**config.mk**
```make
export PLATFORM = sky130hd
export DESIGN_NAME = exe_mem_skid_reg
export DESIGN_NICKNAME = d
export VERILOG_FILES = /design/src/rtl/exe_mem_skid_reg.sv
export SDC_FILE = /design/constraint.sdc
export NUM_CORES = 1
export LEC_CHECK = 0
export ABC_AREA = 1
export CAP_MARGIN = 30
export CORE_ASPECT_RATIO = 1.2
export CORE_MARGIN = 10
export CORE_UTILIZATION = 46
export DETAILED_ROUTE_END_ITERATION = 7
export PLACE_DENSITY_LB_ADDON = 0.12
export SYNTH_ARGS = -nofsm -noshare
export SYNTH_HDL_FRONTEND = slang
export SYNTH_SLANG_ARGS = --single-unit
```
**constraint.sdc**
```tcl
create_clock -name clk -period 1.1 [get_ports clk]
set_input_delay 0.11 -clock clk [delete_from_list [all_inputs] [get_ports clk]]
set_output_delay 0.11 -clock clk [all_outputs]
set_load 0.01 [all_outputs]
```
**src/rtl/exe_mem_skid_reg.sv**
```systemverilog
// Execute-to-memory boundary register with a 2-entry skid buffer and the NZCV status register.
// Optional EXE_STALL_CNT_EN macro adds a saturating 32-bit input-stall counter output (stall_cnt).
module exe_mem_skid_reg #(
  parameter int DATA_LEN     = 32,
  parameter int REG_ADDR_LEN = 4
) (
  input  logic                    clk,
  input  logic                    rst_n,
  input  logic                    flush,
  input  logic                    in_valid,
  output logic                    in_ready,
  input  logic [DATA_LEN-1:0]     alu_res,
  input  logic [DATA_LEN-1:0]     val_rm,
  input  logic [REG_ADDR_LEN-1:0] dest,
  input  logic                    wb_en,
  input  logic                    mem_r_en,
  input  logic                    mem_w_en,
  input  logic                    s_en,
  input  logic                    flag_n,
  input  logic                    flag_z,
  input  logic                    flag_c,
  input  logic                    flag_v,
  output logic                    out_valid,
  input  logic                    out_ready,
  output logic [DATA_LEN-1:0]     out_alu_res,
  output logic [DATA_LEN-1:0]     out_val_rm,
  output logic [REG_ADDR_LEN-1:0] out_dest,
  output logic                    out_wb_en,
  output logic                    out_mem_r_en,
  output logic                    out_mem_w_en,
`ifdef EXE_STALL_CNT_EN
  output logic [31:0]             stall_cnt,
`endif
  output logic [3:0]              status,
  output logic                    carry_to_alu
);

  typedef struct packed {
    logic [DATA_LEN-1:0]     alu_res;
    logic [DATA_LEN-1:0]     val_rm;
    logic [REG_ADDR_LEN-1:0] dest;
    logic                    wb_en;
    logic                    mem_r_en;
    logic                    mem_w_en;
  } entry_t;

  entry_t     main_q, main_d, skid_q, skid_d, in_entry;
  logic       main_valid_q, main_valid_d;
  logic       skid_valid_q, skid_valid_d;
  logic [3:0] status_q, status_d;
  logic       accept, drain;

  assign in_entry = '{alu_res: alu_res, val_rm: val_rm, dest: dest,
                      wb_en: wb_en, mem_r_en: mem_r_en, mem_w_en: mem_w_en};

  assign in_ready = ~skid_valid_q;
  assign accept   = in_valid & in_ready & ~flush;
  assign drain    = main_valid_q & out_ready;

  always_comb begin
    main_d       = main_q;
    skid_d       = skid_q;
    main_valid_d = main_valid_q;
    skid_valid_d = skid_valid_q;
    status_d     = status_q;
    if (accept && s_en) status_d = {flag_n, flag_z, flag_c, flag_v};
    if (flush) begin
      main_valid_d = 1'b0;
      skid_valid_d = 1'b0;
    end else if (!main_valid_q || (drain && !skid_valid_q)) begin
      main_valid_d = accept;
      if (accept) main_d = in_entry;
    end else if (drain) begin
      // Skid is full here, so in_ready was low and nothing new can arrive.
      main_d       = skid_q;
      main_valid_d = 1'b1;
      skid_valid_d = 1'b0;
    end else if (accept) begin
      skid_d       = in_entry;
      skid_valid_d = 1'b1;
    end
  end

  always_ff @(posedge clk) begin
    if (!rst_n) begin
      main_q       <= '0;
      skid_q       <= '0;
      main_valid_q <= 1'b0;
      skid_valid_q <= 1'b0;
      status_q     <= 4'b0000;
    end else begin
      main_q       <= main_d;
      skid_q       <= skid_d;
      main_valid_q <= main_valid_d;
      skid_valid_q <= skid_valid_d;
      status_q     <= status_d;
    end
  end

`ifdef EXE_STALL_CNT_EN
  logic [31:0] stall_cnt_q, stall_cnt_d;

  always_comb begin
    stall_cnt_d = stall_cnt_q;
    if (in_valid && !in_ready && stall_cnt_q != 32'hFFFF_FFFF)
      stall_cnt_d = stall_cnt_q + 32'd1;
  end

  always_ff @(posedge clk) begin
    if (!rst_n) stall_cnt_q <= '0;
    else        stall_cnt_q <= stall_cnt_d;
  end

  assign stall_cnt = stall_cnt_q;
`endif

  assign out_valid    = main_valid_q;
  assign out_alu_res  = main_q.alu_res;
  assign out_val_rm   = main_q.val_rm;
  assign out_dest     = main_q.dest;
  // Enables are qualified so an empty slot never issues a phantom access.
  assign out_wb_en    = main_q.wb_en    & main_valid_q;
  assign out_mem_r_en = main_q.mem_r_en & main_valid_q;
  assign out_mem_w_en = main_q.mem_w_en & main_valid_q;
  assign status       = status_q;
  assign carry_to_alu = status_q[1];

endmodule
```
==> metrics.md, run 1 <==
| Metric | Value |
|---|---|
| Post-Layout Inst Area | 9400 µm² |
| Slew Viols, Final | 0 |
| Top cell type's share of synthesized area | 0.418 |
| Drt wl/cell | 14.5 µm |
| DRC viols | 0 |
| Post-synth EDFFs | 0 |
| Worst-path clk slew | 0.06 ns |
| Final Power | 12.8 mW |
| TritonCTS clock tree | yes |
| Sequential area share after synthesis | 0.418 |
| Largest area contributor in the netlist | dfxtp_1 |
| Port Buf Inserts | 158 |
| CP endpoint | out_mem_w_en |
| Synth Flop Type | dfxtp_1 |
| Worst path required time | 0.99 ns |
| Logic pwr share | 0.139 |
| Layout Nets | 1,279 |
| Final period utilization | 1.22 |
| WL final | 20,500 µm |
| Synthesized area | 7090 µm² |
| Synth unique cells | 17 |
| GR Util All Layers | 0.185 |
| Slowest cell on crit path | dfxtp_4 |
| Yosys reg bits | 148 |
| RSZ-0062 raised after global routing | yes |
| Area growth syn-to-layout | 32.5% |
| Failing checks | negative setup slack |
| Count of yosys warnings during synthesis | 0 |
| Worst Hold Slack | 0.187 ns |
| RD Place Congestion | 0.755 |
| Slew HR | 0.721 |
| Net Sw Power | 3.20 mW |
| CTS H-tree depth | 4 |
| Worst skew pair latency | 0.42 ns |
| Sequential cell area | 2980 µm² |
| Core footprint | 15,100 µm² |
| Post-synth ARST share | 0 |
| Maxcap violations | 0 |
| Vias per inst | 4.71 |
| Setup ws final | -0.242 ns |
| Worst path max stage delay | 0.36 ns |
| Element type at the critical path end | output port |
| Critical path's most frequent cell | buf_6 |
| Most common cell in the synthesized netlist | nor2_1 |
| Arrival time at the worst endpoint | 1.23 ns |
| First-pass GRT wire length | 31,800 µm |
| DRT iter0 DRCs | 406 |
| Pint | 9.60 mW |
| Critical path type | reg -> out |
| Critical path, cell by cell | buf_12, buf_6, nand2_2, inv_2, buf_6 |
| Cells after synthesis | 1,103 |
| DR vias | 6,661 |
| P_leak | 4.80 nW |
| Reg2Reg Depth | 8 |
| Fillcell total | 1,473 |
| Setup Slack @ Placement | -0.461 ns |
| Hold Fails Final Rpt | 0 |
| Tmin final | 1.34 ns |
| Finished Core Util | 0.623 |
| Die ar. | 20,800 µm² |
| Die X | 133 µm |
| FP Rows | 49 |
| Initial antenna violation count | 1 |
| Status | complete, but fails checks |
| Root buf cell | clkbuf_16 |
| DIE HEIGHT | 156 µm |
| Reg-to-Reg End | skid_q[10]$_SDFFE_PN0P_ |
| Inserted Clock Buffers | 17 |
| Largest net degree at the start of global routing | 83 |
| Vias in the first global route | 6,207 |
| Post-DP HPWL | 11,900 µm |
| Reg2reg setup slack | -0.24 ns |
| Worst setup SP type | flop |
| Ranking of synthesized cells by area | dfxtp_1 42%, nor2_1 15%, nand2_1 15% |
| DRT antenna net count | 0 |
| Post-DP Area | 8520 µm² |
| Switching Share | 0.250 |
| Peak supply drop | 0.000766 V |
| CP startpoint | out_valid$_SDFFE_PP0P_ |
| Global route overflow | 0 |
| PD cells | 1360 nW/µm² |
| Fmax | 745 MHz |
| Worst Skew | 0.00698 ns |
| Ports | 159 |
| Initial core utilization | 0.470 |
| Sink Count | 148 |
| Syn nets | 1,184 |
| RR Startpoint | out_valid$_SDFFE_PP0P_ |
| Layout cell share with drive strength beyond 1 | 0.195 |
| Worst hold-check path type | in -> reg |
| Clock buffer depth | 2 |
| Clock Power Share | 0.416 |
| Register share of total power | 0.445 |
| Area of the multi-input gates | 3200 µm² |
| Final setup fails | 148 |
| Least-Margin Pin Slew | 0.419 ns |
| Crit path max fanout | 4 |
| DR pass1 iterations | 5 |
| Top cells by count, synth | 292 x nor2_1, 291 x nand2_1, 148 x dfxtp_1 |
| Syn Area/Cell | 6.43 µm² |
-- cells by family after synthesis --
logic type | share of synthesized area
flip-flops | 0.418
AO/OA/AOI/OAI | 0.0550
buffers and inverters | 0.163
AND/OR/NAND/NOR | 0.364
-- critical path: cells and delay by family (launching register included) --
family,cells,cell delay (ns)
and+or+nand+nor,1,0.05
DFF,1,0.36
buffers and inverters,4,0.39
-- state kept, by name, summed over array words and instances, names as in the netlist --
name and count:
main_q 3, out_alu_res 32, out_dest 4, out_val_rm 32, out_valid 1, skid_q 71
skid_valid_q 1, status 4
-- cell usage in the layout (no fill, tap or decap), drive strengths merged, types with 3 or more instances in the layout --
cell type and n:
dfxtp 148, o21ai 76, buf 124, inv 80
clkdlybuf4s50 79, nand2 293, nand3 73, clkinv 3
nor2 293, clkbuf 33
-- routing by layer --
metal,vias to the layer above,track usage,share of wire
li1,3471,-,-
met1,2989,0.234,0.45
met2,180,0.299,0.47
met3,21,0.0525,0.058
met4,0,0.0592,0.016
met5,-,0,0
-- through the flow --
stage | instances | TNS [ns]
floorplan | 1103 | -7.94
global placement | 1359 | -62.22
detailed placement | 1359 | -63.80
CTS | 1403 | -24.44
global route | 1413 | -36.80
finish | 1413 | -26.60
-- worst min-delay path by stage --
stage / startpoint / endpoint / slack [ns] / cells after the start
6_report: rst_n / skid_q[51]$_SDFFE_PN0P_ / 0.19 / 4
5_1_grt: rst_n / out_val_rm[27]$_SDFFE_PN0P_ / 0.20 / 4
2_1_floorplan: val_rm[4] / skid_q[11]$_SDFFE_PN0P_ / 0.24 / 2
4_1_cts: rst_n / out_alu_res[3]$_SDFFE_PN0P_ / 0.18 / 4
3_3_place_gp: status[3]$_SDFFE_PN0P_ / status[3]$_SDFFE_PN0P_ / 0.46 / 2
3_5_place_dp: status[2]$_SDFFE_PN0P_ / status[2]$_SDFFE_PN0P_ / 0.47 / 2
-- repair_timing --
action,4_1_cts,5_1_grt
endpoints found under the setup margin,222,178
gates resized for setup,390,74
hold buffers,0,0
hold endpoints to repair,0,0
gates cloned,4,8
pin swaps,1,5
buffers inserted,11,2
-- power by group through the flow --
stage,logic [mW],clock network [mW],registers [mW]
after global routing,2.00,5.65,5.73
after global placement,1.80,0,5.82
final,1.78,5.32,5.70
after floorplan,1.14,0,5.79
after CTS,1.73,5.43,5.70
after detailed placement,1.80,0,5.82
-- final cells by class --
class                      count  area share
antenna                        1    0.000266
clock inverter                 4     0.00240
timing repair buffer         213       0.225
sequential                   148       0.317
tap                          204      0.0272
inverter                      80      0.0328
multi-input combinational    738       0.340
clock buffer                  25      0.0549
(Power assumes the default switching activity.)
==> run 2, diff against run 1 <==
CORE_UTILIZATION = 51   (was 46)
clock period = 1.41 ns   (was 1.1 ns; I/O delays follow)
==> run 2 against run 1 <==
Effect of this change:
- the run still ends with negative setup slack left
- register-to-register slack better by 0.20 ns
- flip-flop and latch count unchanged
- final cell count down 1.4%
- combinational power down 3%
- largest cell class unchanged
- sequential power down 22%
- first-iteration DRC count up 17%
- total power down 22%
- critical endpoint is now out_alu_res[27]$_SDFFE_PN0P_
- global-route usage up 0.81 points
- core utilization up 11 points
- die area down 8.5%
- critical path depth up 3
- clock power down 28%
==> metrics.md, run 2 (synthesized netlist as in run 1, its figures left out) <==
| Metric | Value |
|---|---|
| Status | complete, but fails checks |
| Failing checks | negative setup slack |
| Fillcell total | 1,130 (-23%) |
| Most frequent cells in the layout | 261 x nor2_1, 224 x nand2_1, 146 x dfxtp_1, 79 x clkdlybuf4s50_1, 78 x inv_1 |
| Global route overflow | 0 (unchanged) |
| Post-DP Area | 8460 µm² (-0.73%) |
| Worst path required time | 1.72 ns (+0.73 ns) |
| DRT antenna net count | 0 (unchanged) |
| Worst hold-check path type | in -> reg |
| Pint | 7.40 mW (-23%) |
| Commonest non-fill, non-tap cell in the layout | nor2_1 |
| Least-Margin Pin Slew | 0.311 ns (-0.108 ns) |
| Clock Power Share | 0.382 (-0.034) |
| # hold bufs at CTS | 0 (unchanged) |
| Worst path max stage delay | 0.38 ns (+0.02 ns) |
| Finished Core Util | 0.734 (+0.111) |
| Fmax | 687 MHz |
| HP Start | rst_n |
| Critical path type | reg -> reg |
| Hold Path Stages | 3 (-1) |
| Slowest cell on crit path | dfxtp_4 |
| Reg2Reg Depth | 8 (unchanged) |
| P_leak | 5.09 nW (+6.0%) |
| Vias per inst | 5.05 (+7.0%) |
| Sink Count | 148 (unchanged) |
| Crit path max fanout | 8 (+4) |
| Setup ws final | -0.0453 ns (+0.197 ns) |
| DR vias | 7,029 (+5.5%) |
| Drt wl/cell | 16.3 µm (+12%) |
| Ports | 159 (unchanged) |
| Layout cell share with drive strength beyond 1 | 0.169 (-0.0260) |
| Core footprint | 13,700 µm² (-9.2%) |
| Final setup fails | 32 (-78%) |
| First-pass GRT wire length | 30,500 µm (-4.1%) |
| Vias in the first global route | 6,189 (-0.29%) |
| Hold Fails Final Rpt | 0 (unchanged) |
| RR Startpoint | out_valid$_SDFFE_PP0P_ |
| Switching Share | 0.260 (+0.00984) |
| DRT iter0 DRCs | 475 (+17%) |
| Final period utilization | 1.03 |
| Initial antenna violation count | 0 (-1) |
| Clock buffer depth | 2 (unchanged) |
| Reg2reg setup slack | -0.05 ns (+0.20 ns) |
| Maxcap violations | 0 (unchanged) |
| Arrival time at the worst endpoint | 1.77 ns (+0.54 ns) |
| Hold path endpoint | out_val_rm[9]$_SDFFE_PN0P_ |
| Met2 Usage GRT | 0.320 (+0.0218) |
| Worst Skew | 0.00597 ns (-0.00101 ns) |
| GR Layer Usage met1 | 0.235 (+0.000589) |
| Root buf cell | clkbuf_16 |
| Tmin final | 1.46 ns |
| Layout Nets | 1,298 (+1.5%) |
| Peak supply drop | 0.000691 V (-9.8%) |
| Setup Slack @ Placement | -0.244 ns (+0.218 ns) |
| Global route hottest layer | met2 |
| Worst-path clk slew | 0.06 ns (about the same) |
| Net Sw Power | 2.60 mW (-19%) |
| Inserted Clock Buffers | 17 (unchanged) |
| RSZ-0062 raised after global routing | yes |
| Post-DP HPWL | 12,000 µm (+0.98%) |
| Final Power | 9.99 mW (-22%) |
| N_diodes | 0 (-1) |
| PD cells | 993 nW/µm² (-27%) |
| Element type at the critical path end | flop |
| Die X | 128 µm (-4.3%) |
| Critical path, cell by cell | buf_12, buf_8, nand3_4, nand2_8, nand2_8, clkbuf_16, nor2_1, nor2_1 |
| Port Buf Inserts | 158 (unchanged) |
| RD Place Congestion | 0.758 (+0.45%) |
| Slew Viols, Final | 0 (unchanged) |
| Initial core utilization | 0.518 (+0.0474) |
| Area growth syn-to-layout | 41.9% |
| Register share of total power | 0.445 (about the same) |
| Max reg flops | 71 (unchanged) |
| TritonCTS clock tree | yes |
| Die ar. | 19,000 µm² (-8.5%) |
| Largest net degree at the start of global routing | 47 (-43%) |
| Logic pwr share | 0.173 (+0.034) |
| GR Util All Layers | 0.194 (+0.00814) |
| DIE HEIGHT | 149 µm (-4.4%) |
| DRC viols | 0 (unchanged) |
| Worst setup SP type | flop |
| Post-Layout Inst Area | 10,100 µm² (+7.1%) |
| Slew HR | 0.793 (+0.0719) |
| Reg-to-Reg End | out_alu_res[27]$_SDFFE_PN0P_ |
| WL final | 22,700 µm (+11%) |
| DR pass1 iterations | 5 (unchanged) |
| CTS H-tree depth | 4 (unchanged) |
| Routing usage on met3 | 0.0537 (+0.00119) |
| Worst skew pair latency | 0.42 ns (about the same) |
| Largest Register | skid_q |
| FP Rows | 47 (-4.1%) |
-- run 2: cell count changes in the layout (fill, tap and decap cells not counted), moves of 9 or more --
cell           delta
clkbuf_16         +9
nand2_4          +15
o21ai_0          +57
dlygate4sd2_1    +74
nand2_1          -61
nand2_2          +47
o21ai_1          -33
nor2_4           +11
buf_2            -69
o21ai_2          -24
-- run 2: how the worst max path moves through the flow --
stage | start | to | slack, ns
after floorplan | out_valid$_SDFFE_PP0P_ | skid_q[10]$_SDFFE_PN0P_ | 0.13
after global placement | in_valid | skid_q[41]$_SDFFE_PN0P_ | -0.20
after detailed placement | in_valid | skid_q[46]$_SDFFE_PN0P_ | -0.24
after CTS | out_valid$_SDFFE_PP0P_ | out_alu_res[22]$_SDFFE_PN0P_ | -0.04
after global routing | out_valid$_SDFFE_PP0P_ | skid_valid_q$_SDFFE_PP0P_ | -0.13
final | out_valid$_SDFFE_PP0P_ | out_alu_res[27]$_SDFFE_PN0P_ | -0.05
-- run 2: per-layer routing --
| layer | share of wire | wire length (µm) | vias to the layer above |
|---|---|---|---|
| met2 | 0.50 | 11300 | 222 |
| met5 | 0 | 0 | - |
| li1 | - | - | 3523 |
| met4 | 0.023 | 511 | 0 |
| met3 | 0.062 | 1410 | 47 |
| met1 | 0.42 | 9500 | 3237 |
-- run 2: area by class of cell --
| cell class | instances | area, µm² | share of cell area |
|---|---|---|---|
| multi-input cells | 741 | 3460 | 0.344 |
| flip-flops and latches | 148 | 2970 | 0.295 |
| repair buffers | 229 | 2650 | 0.263 |
| clock buffers | 22 | 454 | 0.0451 |
| inverters | 80 | 308 | 0.0306 |
| well taps | 171 | 214 | 0.0213 |
| clock inverters | 2 | 10.0 | 0.000995 |
-- run 2: what timing repair did --
action / 4_1_cts / 5_1_grt
setup endpoints to repair: 81 / 105
setup buffers: 4 / 6
gates cloned: 1 / 30
pin swaps: 0 / 37
resized for setup: 87 / 161
-- run 2: metrics by stage --
| step | TNS [ns] | hold WS (ns) | std cells |
|---|---|---|---|
| 4_1_cts | -0.532 | 0.0921 | 1357 |
| 5_1_grt | -5.98 | 0.116 | 1393 |
| 6_report | -0.454 | 0.117 | 1393 |
| 3_3_place_gp | -21.97 | 0.462 | 1328 |
| 3_5_place_dp | -26.44 | 0.474 | 1328 |
| 2_1_floorplan | 0 | 0.276 | 1103 |
-- run 2: power groups by stage --
| stage | Sequential [mW] | Combinational (mW) | Clock, mW |
|---|---|---|---|
| detailed placement | 4.54 | 1.41 | 0 |
| global placement | 4.54 | 1.40 | 0 |
| floorplan | 4.52 | 0.866 | 0 |
| CTS | 4.45 | 1.33 | 3.85 |
| finish | 4.45 | 1.72 | 3.82 |
| global route | 4.47 | 1.87 | 4.03 |
-- run 2: worst max-delay path, delay by kind of cell, from the launching register on --
kind,cells,cell delay [ns]
AND/OR/NAND/NOR,5,0.54
flip-flops,1,0.38
buffers and inverters,3,0.43
==> run 3, diff against run 2 <==
--- a/config.mk
+++ b/config.mk
@@ -9,5 +9,7 @@
 export CAP_MARGIN = 30
+export CELL_PAD_IN_SITES_DETAIL_PLACEMENT = 1
+export CELL_PAD_IN_SITES_GLOBAL_PLACEMENT = 1
 export CORE_ASPECT_RATIO = 1.2
 export CORE_MARGIN = 10
-export CORE_UTILIZATION = 51
+export CORE_UTILIZATION = 35
 export DETAILED_ROUTE_END_ITERATION = 7
==> constraint.sdc (replaced) <==
create_clock -name clk -period 1.41 [get_ports clk]
set_input_delay 0.282 -clock clk [delete_from_list [all_inputs] [get_ports clk]]
set_output_delay 0.282 -clock clk [all_outputs]
set_load 0.01 [all_outputs]
==> run 3 against run 2 <==
Effect of this change:
- fmax increased by 1.8%
- the run still ends with negative setup slack left
- clock skew grew 0.00065 ns
- clock-buffer cell count fell by 3
- non-clock buffer count down 29
- largest cell class unchanged
- flip-flop and latch count unchanged
- first-iteration DRC count decreased by 52%
- combinational power down 17%
- worst hold slack gained 0.10 ns
- die area is 39% higher
- highest routed layer unchanged
==> metrics.md, run 3 (synthesized netlist as in run 1, its figures left out) <==
| Metric | Value |
|---|---|
| Arrival time at the worst endpoint | 1.15 ns (-0.62 ns) |
| Area of the multi-input gates | 3090 µm² (-11%) |
| DR top layer | met4 |
| RSZ-0062 raised after global routing | yes |
| Maxcap violations | 0 (unchanged) |
| Sink Count | 148 (unchanged) |
| CP startpoint | out_valid$_SDFFE_PP0P_ |
| Critical path type | reg -> out |
| GR Util All Layers | 0.167 (-0.0264) |
| DRT iter0 DRCs | 229 (-52%) |
| Vias per inst | 4.58 (-9.2%) |
| Initial antenna violation count | 0 (unchanged) |
| FP Rows | 57 (+21%) |
| Inserted Clock Buffers | 17 (unchanged) |
| M1 WL | 10,800 µm (+13%) |
| Initial core utilization | 0.353 (-0.165) |
| Clock Power Share | 0.456 (+0.074) |
| Pint | 8.17 mW (+10%) |
| Register share of total power | 0.412 (-0.033) |
| Worst-path clk slew | 0.06 ns (about the same) |
| Setup Slack @ Placement | -0.449 ns (-0.206 ns) |
| RR Startpoint | out_valid$_SDFFE_PP0P_ |
| Hold Fails Final Rpt | 0 (unchanged) |
| Final setup fails | 3 (-91%) |
| Failing checks | negative setup slack |
| Worst skew pair latency | 0.42 ns (about the same) |
| Largest net degree at the start of global routing | 54 (+15%) |
| DR vias | 6,687 (-4.9%) |
| Worst path required time | 1.13 ns (-0.59 ns) |
| Peak supply drop | 0.000940 V (+36%) |
| P_leak | 4.88 nW (-4.1%) |
| Post-DP HPWL | 13,800 µm (+14%) |
| Die ar. | 26,400 µm² (+39%) |
| Element type at the critical path end | output port |
| Wire length on met2 | 10,600 µm (-5.4%) |
| DRT antenna net count | 0 (unchanged) |
| Layout cell share with drive strength beyond 1 | 0.0962 (-0.0723) |
| Largest Register | skid_q |
| Least-Margin Pin Slew | 0.365 ns (+0.0545 ns) |
| DRC viols | 0 (unchanged) |
| First-pass GRT wire length | 35,700 µm (+17%) |
| PD cells | 1140 nW/µm² (+15%) |
| Status | complete, but fails checks |
| Layout Nets | 1,266 (-2.5%) |
| CP bufs+invs | 3 (unchanged) |
| Worst Skew | 0.00662 ns (+0.000647 ns) |
| Worst setup SP type | flop |
| Final Power | 10.8 mW (+7.9%) |
| Global route overflow | 0 (unchanged) |
| Die X | 150 µm (+17%) |
| Switching Share | 0.243 (-0.0172) |
| Clock buffer depth | 2 (unchanged) |
| Worst hold-check path type | in -> reg |
| Fillcell total | 2,591 (+130%) |
| Most frequent cells in the layout | 280 x nand2_1, 276 x nor2_1, 146 x dfxtp_1, 79 x clkdlybuf4s50_1, 75 x inv_1 |
| Worst path max stage delay | 0.39 ns (about the same) |
| Core footprint | 20,100 µm² (+47%) |
| Slowest cell on crit path | dfxtp_4 |
| CTS H-tree depth | 4 (unchanged) |
| HP Start | rst_n |
| DR pass1 iterations | 6 (+1) |
| Slew Viols, Final | 0 (unchanged) |
| TritonCTS clock tree | yes |
| Fmax | 699 MHz (+1.8%) |
| DP Cell Count | 1,413 (+6.4%) |
| Ports | 159 (unchanged) |
| Sequential cell area | 2970 µm² (unchanged) |
| Final period utilization | 1.01 (-0.0178) |
| Max reg flops | 71 (unchanged) |
| Critical path, cell by cell | buf_4, nand2_2, inv_2, buf_6 |
| RD Place Congestion | 0.737 (-2.8%) |
| # hold bufs at CTS | 0 (unchanged) |
| Logic pwr share | 0.131 (-0.042) |
| Commonest non-fill, non-tap cell in the layout | nand2_1 |
| Drt wl/cell | 15.6 µm (-4.3%) |
| Net Sw Power | 2.62 mW (+0.81%) |
| Area growth syn-to-layout | 33.7% |
| DIE HEIGHT | 176 µm (+18%) |
| Setup ws final | -0.0202 ns (+0.0251 ns) |
| Tmin final | 1.43 ns (-0.0251 ns) |
| Setup_tns | -0.0269 ns (+0.427 ns) |
| Root buf cell | clkbuf_16 |
| WL final | 22,800 µm (+0.33%) |
| Slew HR | 0.756 (-0.0364) |
| Worst Hold Slack | 0.220 ns (+0.102 ns) |
| Vias in the first global route | 6,759 (+9.2%) |
| Port Buf Inserts | 158 (unchanged) |
| Post-route insts no fill | 1,460 (+4.8%) |
| N_diodes | 0 (unchanged) |
| Crit path max fanout | 5 (-3) |
| CP top delay family | flip-flops |
| WL met3 | 1150 µm (-18%) |
## run 3: cell types whose count changed in the layout (fill, tap and decap cells not counted), sizes merged
| cell | previous run | this run |
|---|---|---|
| clkinv | 3 | 5 |
| buf | 56 | 43 |
| clkbuf | 41 | 24 |
| inv | 79 | 80 |
| nand2 | 296 | 293 |
| bufbuf | 1 | 0 |
| bufinv | 0 | 5 |
| dlygate4sd2 | 74 | 72 |
| clkdlybuf4s15 | 0 | 1 |
## run 3: cell type report
class	count	share of cell area
clock buffer	19	0.0467
clock inverter	10	0.0193
inverter	80	0.0319
multi-input combinational	738	0.326
sequential	148	0.313
tap	265	0.0350
timing repair buffer	200	0.228
## run 3: metal layers
| layer | GRT usage | up-vias |
|---|---|---|
| met4 | 0.0389 | 0 |
| li1 | - | 3443 |
| met5 | 0 | - |
| met1 | 0.215 | 3112 |
| met3 | 0.0451 | 14 |
| met2 | 0.273 | 118 |
## run 3: power by group through the flow
stage	sequential [mW]	combinational (mW)	clock (mW)
floorplan	4.52	0.866	0
global placement	4.54	1.42	0
detailed placement	4.55	1.43	0
CTS	4.45	1.44	5.05
global route	4.47	1.59	5.21
finish	4.45	1.42	4.92
## run 3: path summary, 6_finish.rpt
check | slack (ns) | end | cells after the start
max | -0.02 | out_mem_r_en | 4
min reg2reg | 0.49 | status[2]$_SDFFE_PN0P_ | 2
min | 0.22 | out_alu_res[24]$_SDFFE_PN0P_ | 3
max reg2reg | 0 | out_alu_res[31]$_SDFFE_PN0P_ | 9
## run 3: worst min-delay path, delay by kind of cell
kind | cells | cell delay, ns
buffers and inverters | 1 | 0.19
AND/OR/NAND/NOR | 2 | 0.12
## run 3: per-stage QoR
step / area (µm²) / util
after global routing: 9480 / 0.471
after CTS: 9300 / 0.462
after floorplan: 7090 / -
final: 9480 / 0.471
after global placement: 8530 / 0.424
after detailed placement: 8530 / 0.424
## run 3: what timing repair did
item / 4_1_cts / 5_1_grt
endpoints found under the hold margin: 0 / 0
endpoints found under the setup margin: 198 / 134
cloned: 4 / 6
pin swaps: 1 / 10
buffers inserted: 10 / 1
resized for setup: 107 / 46
